### src/rtl/life_step_ctrl.sv
// Generation sequencer for an 8x8 Game-of-Life board: one cell evaluated per clock,
// next generation committed atomically, single-step or free-running at a fixed period.
module life_step_ctrl #(
  parameter int STEP_PERIOD = 12000000,
  parameter int WRAP        = 1,
  parameter int GEN_W       = 16
) (
  input  logic             clk,
  input  logic             rst_n,
  input  logic [63:0]      init_board,
  input  logic             load,
  input  logic             run,
  input  logic             step_req,
  output logic [63:0]      board,
  output logic             busy,
  output logic             step_done,
  output logic             stable,
  output logic [GEN_W-1:0] gen_count
);

  localparam int CNT_W = (STEP_PERIOD > 1) ? $clog2(STEP_PERIOD) : 1;
  localparam logic [CNT_W-1:0] CNT_LOAD = CNT_W'(STEP_PERIOD - 1);

  typedef enum logic [1:0] {IDLE, WAIT, COMPUTE, COMMIT} state_t;

  state_t           state, state_nx;
  logic [5:0]       idx;
  logic [CNT_W-1:0] cnt;
  logic [63:0]      nxt;
  logic [3:0]       n;
  logic             cell_nx;

  // Neighbour count for cell idx, read from the committed board only.
  always_comb begin
    int rr, cc;
    n = '0;
    for (int dr = -1; dr <= 1; dr++) begin
      for (int dc = -1; dc <= 1; dc++) begin
        rr = int'(idx[5:3]) + dr;
        cc = int'(idx[2:0]) + dc;
        if (!(dr == 0 && dc == 0) &&
            ((WRAP != 0) || (rr >= 0 && rr < 8 && cc >= 0 && cc < 8)))
          n = n + {3'b0, board[{rr[2:0], cc[2:0]}]};
      end
    end
  end

  assign cell_nx = (n == 4'd3) | (board[idx] & (n == 4'd2));
  assign busy    = (state != IDLE);

  always_comb begin
    state_nx = state;
    case (state)
      IDLE:    if (run) state_nx = WAIT;
               else if (step_req) state_nx = COMPUTE;
      WAIT:    if (!run) state_nx = IDLE;
               else if (cnt == '0) state_nx = COMPUTE;
      COMPUTE: if (idx == 6'd63) state_nx = COMMIT;
      COMMIT:  state_nx = run ? WAIT : IDLE;
      default: state_nx = IDLE;
    endcase
    if (load) state_nx = IDLE;
  end

  always_ff @(posedge clk or negedge rst_n) begin
    if (!rst_n) state <= IDLE;
    else        state <= state_nx;
  end

  always_ff @(posedge clk or negedge rst_n) begin
    if (!rst_n) begin
      board     <= '0;
      nxt       <= '0;
      idx       <= '0;
      cnt       <= '0;
      gen_count <= '0;
      stable    <= 1'b0;
      step_done <= 1'b0;
    end else begin
      step_done <= 1'b0;
      if (load) begin
        board     <= init_board;
        gen_count <= '0;
        stable    <= 1'b0;
        idx       <= '0;
      end else begin
        case (state)
          IDLE: begin
            idx <= '0;
            if (run) cnt <= CNT_LOAD;
          end
          WAIT: begin
            idx <= '0;
            if (cnt != '0) cnt <= cnt - 1'b1;
          end
          COMPUTE: begin
            nxt[idx] <= cell_nx;
            idx      <= idx + 6'd1;
          end
          COMMIT: begin
            board     <= nxt;
            gen_count <= gen_count + GEN_W'(1);
            stable    <= (nxt == board);
            step_done <= 1'b1;
            if (run) cnt <= CNT_LOAD;
          end
          default: ;
        endcase
      end
    end
  end

endmodule

### config.mk
export PLATFORM = sky130hd
export DESIGN_NAME = life_step_ctrl
export DESIGN_NICKNAME = d
export VERILOG_FILES = /design/src/rtl/life_step_ctrl.sv
export SDC_FILE = /design/constraint.sdc
export NUM_CORES = 1
export LEC_CHECK = 0
export ABC_CLOCK_PERIOD_IN_PS = 5530
export BUFFER_PORTS_ARGS = -buffer_cell sky130_fd_sc_hd__buf_2
export CAP_MARGIN = 40
export CORE_MARGIN = 4
export CORE_UTILIZATION = 45
export CTS_BUF_LIST = sky130_fd_sc_hd__clkbuf_4 sky130_fd_sc_hd__clkbuf_8
export CTS_CLUSTER_SIZE = 14
export DETAILED_ROUTE_END_ITERATION = 8
export PLACE_DENSITY_LB_ADDON = 0.1
export SYNTH_ARGS = -nofsm -noshare
export SYNTH_HDL_FRONTEND = slang
export SYNTH_SLANG_ARGS = --single-unit
### constraint.sdc
create_clock -name clk -period 5.53 [get_ports clk]
set_input_delay 0.2765 -clock clk [delete_from_list [all_inputs] [get_ports clk]]
set_output_delay 0.2765 -clock clk [all_outputs]
set_load 0.02 [all_outputs]
==> flow_summary_export.csv <==
group,metric,value,unit
run_status,status,"finished, final reports clean",
sta,finalMaxSlewViolations,0,
synth,synth_edf_count,0,
setup_path,required,5930,ps
power,combPwrFrac,0.597,
synth,synth-main-ff-cell,"dfrtp_1",
clocking,cts_num_sinks,178,
synth,syn-num-nets,1275,
grt,antenna_found_initial,0,
worst_hold_path,hp-class,"primary input to register",
placed_design,io_buffer_count,151,
grt,grt_start_max_net_pins,79,
sta,skew,26.3,ps
route,first_pass_iters,6,
route,wl_met1,16800,um
clocking,clock_latency,490,ps
power,p_sw,2870,uW
setup_path,worst-path-max-fanout,11,
setup_path,crit_path_end_kind,"register",
setup_path,r2r_start,"idx[0]",
floorplanning,dieArea,27400,um^2
grt,grt_pass1_wl,55900,um
floorplanning,die_w,166,um
grt,grt_usage,0.266,
synth,seq_area_frac_synth,0.399,
route,route.met3.wl,2310,um
setup_path,cp-start-kind,"register",
route,top_layer,"met4",
setup_path,worst-path-buf-inv,6,
route,routedWlPerCell,21.0,um
synth,yosys_warnings,0,
grt,first_global_vias,9332,
sta,finalCritPeriodShare,0.973,
clocking,clock-root-buffer,"clkbuf_8",
route,first_iter_violations,932,
power,ir_worst_vdd,0.533,mV
power,power,6140,uW
floorplanning,rows,57,
floorplanning,initial_core_util,0.458,
grt,gr-total-overflow,0,
synth,synth_seq_cells,178,
final_layout,layout_commonest_cell,"nand2_1",
setup_path,rr_worst_depth,19,
clocking,htree_levels,4,
final_layout,mostFrequentLayoutCells,"197 x nand2_1, 177 x dfrtp_1, 149 x buf_2, 137 x mux2i_1, 104 x o21ai_0",
sta,min_period,5380,ps
sta,fmax,186,MHz
setup_path,max_stage_delay,540,ps
synth,synth.cell_area,11200,um^2
synth,syn_avg_cell_area,9.40,um^2
power,p_seq_frac,0.254,
power,switching_share,0.468,
final_layout,fill_cells,2276,
final_layout,syn2layout_area_growth,20.6,%
setup_path,worstPathArrival,5780,ps
power,clkPwrFrac,0.149,
sta,rsz0062_at_grt,"false",
synth,netlist_instances,1189,
worst_hold_path,hold_end,"board[4]",
route,ant_nets,0,
floorplanning,core,24400,um^2
final_layout,final_core_util,0.552,
final_layout,design_area,13500,um^2
synth,yosys.area.top_type,"dfrtp_1",
worst_hold_path,holdPathStages,3,
setup_path,critical_path.top_delay_family,"adder cells",
power,cellPowerDensity,455,nW/um^2
final_layout,drive_gt1_frac,0.224,
setup_path,crit_path_top_delay_cell,"fa_1",
clocking,cts_inserted_buffers,17,
route,detailroute.via_count,9880,
sta,hold_violations,0,
sta,worst_pin_slew,859,ps
power,cellLeakagePower,0.00580,uW
synth,synth_top_area_frac,0.399,
synth,async_reset_ff_frac,1.00,
setup_path,r2r_setup_slack,150,ps
clocking,clkTransAtPathRegs,100,ps
setup_path,cp.depth,19,
setup_path,crit_top_cell,"fa_1",
final_layout,antenna_cells,0,
floorplanning,pin_count,152,
job,maxCapViolations,0,
setup_path,r2r_end,"nxt[7]",
route,met2_wirelength,16400,um
sta,finalSetupViolations,0,
setup_path,crit_type,"register to register",
placed_design,place.gp.congestion,0.951,
route,drcViolationCount,0,
route,wirelength,36100,um
setup_path,path_cells,"buf_8 > buf_16 > mux2_4 > mux4_2 > nor2_1 > a21oi_1 > mux4_2 > fa_1 > inv_1 > fa_1 > fa_1 > inv_1 > ha_2 > fa_2 > and2_4 > o41ai_4 > buf_4 > clkbuf_16 > o21ai_1",
power,power.internal,3270,uW
floorplanning,die_h,166,um
final_layout,layout.nets,1470,
sta,maxSlewHeadroom,0.427,
synth,ys_types,68,
clocking,cts_tree,"done",
placed_design,place_hpwl,26100,um
synth,synth.area.top_cells,"dfrtp_1 40%, mux2i_1 12%, nand2_1 6.6%, o21ai_0 5.7%, mux4_2 4.4%",
worst_hold_path,hold_start,"init_board[4]",
clocking,cts.path.max_buffers,2,
route,viasPerCell,5.74,
placed_design,placed_area,12500,um^2
setup_path,crit_path_start,"idx[0]",
[cell families (layout without fill, tap and decap cells)]
logic type,count (synthesis),in the layout,share of synthesized area
compound gates,251,251,0.128
xor+xnor,76,76,0.0609
fa+ha+maj,17,17,0.0217
buf+inv,105,312,0.0427
flops,178,178,0.399
mux,182,182,0.193
simple gates,380,380,0.155
[area by class of cell]
cell class	instances	area, um^2	area share
Multi-Input combinational cell	906	6350	0.471
Sequential cell	178	4460	0.331
Timing Repair Buffer	253	1780	0.132
Tap cell	324	405	0.0301
Clock buffer	18	241	0.0179
Clock inverter	13	136	0.0101
Inverter	28	105	0.00780
[worst register-to-register path, stage by stage, from the launching register on]
cell and delay (ps):
dfrtp_2 430, buf_8 150, buf_16 160, mux2_4 330, mux4_2 480, nor2_1 100, a21oi_1 90, mux4_2 520
fa_1 540, inv_1 50, fa_1 440, fa_1 500, inv_1 50, ha_2 190, fa_2 530, and2_4 180
o41ai_4 80, buf_4 170, clkbuf_16 170, o21ai_1 160
[how the worst max path moves through the flow]
stage / end / slack [ps]
after floorplan: nxt[16] / 5
after global placement: nxt[20] / -20
after detailed placement: nxt[17] / -80
after CTS: nxt[17] / 20
after global routing: nxt[7] / 40
final: nxt[7] / 150
[layer usage]
layer / up-vias / GRT usage
met4: 0 / 0.0664
met2: 370 / 0.405
li1: 4647 / -
met1: 4823 / 0.399
met5: - / 0
met3: 40 / 0.0400
[power groups by stage]
stage          logic (uW)  clock network (uW)  registers [uW]
2_1_floorplan        1880                   0            1610
6_report             3660                 912            1560
5_1_grt              3910                 983            1580
4_1_cts              3230                 932            1560
3_3_place_gp         3130                   0            1580
3_5_place_dp         3140                   0            1580
[state kept, by name (all words and copies together), names as in the netlist]
| register | cells |
|---|---|
| nxt | 64 |
| step_done | 1 |
| board | 64 |
| cnt | 24 |
| state | 2 |
| gen_count | 16 |
| idx | 6 |
| stable | 1 |
[repair_timing]
action | 4_1_cts | 5_1_grt
buffers inserted | 2 | 2
setup endpoints to repair | 64 | 64
hold buffers | 38 | 1
endpoints found under the hold margin | 106 | 1
pin swaps | 2 | 3
gates resized for setup | 2 | 40
cloned | 1 | 2
[Yosys cell counts, types with 12 or more instances]
| library cell | instances |
|---|---|
| clkbuf_1 | 54 |
| mux4_2 | 22 |
| inv_1 | 26 |
| a21oi_1 | 48 |
| ha_1 | 13 |
| xor2_1 | 37 |
| o21ai_0 | 127 |
| nand3_1 | 12 |
| nor4_1 | 19 |
| nor3_1 | 22 |
| nor2_1 | 61 |
| mux2i_1 | 137 |
| xnor2_1 | 37 |
| a31oi_1 | 33 |
| mux2_2 | 20 |
| nand2_1 | 197 |
| dfrtp_1 | 178 |
| nand4_1 | 15 |
[metrics by stage]
step	hold WS [ps]	cells	setup WS (ps)	TNS [ps]
2_1_floorplan	-19.1	1189	4.74	0
3_3_place_gp	351	1637	-16.4	-284
3_5_place_dp	355	1643	-84.7	-2460
4_1_cts	0.104	1715	22.6	0
5_1_grt	4.69	1720	41.9	0
6_report	15.1	1720	148	0
No activity file was read; power rests on OpenSTA's default activity.
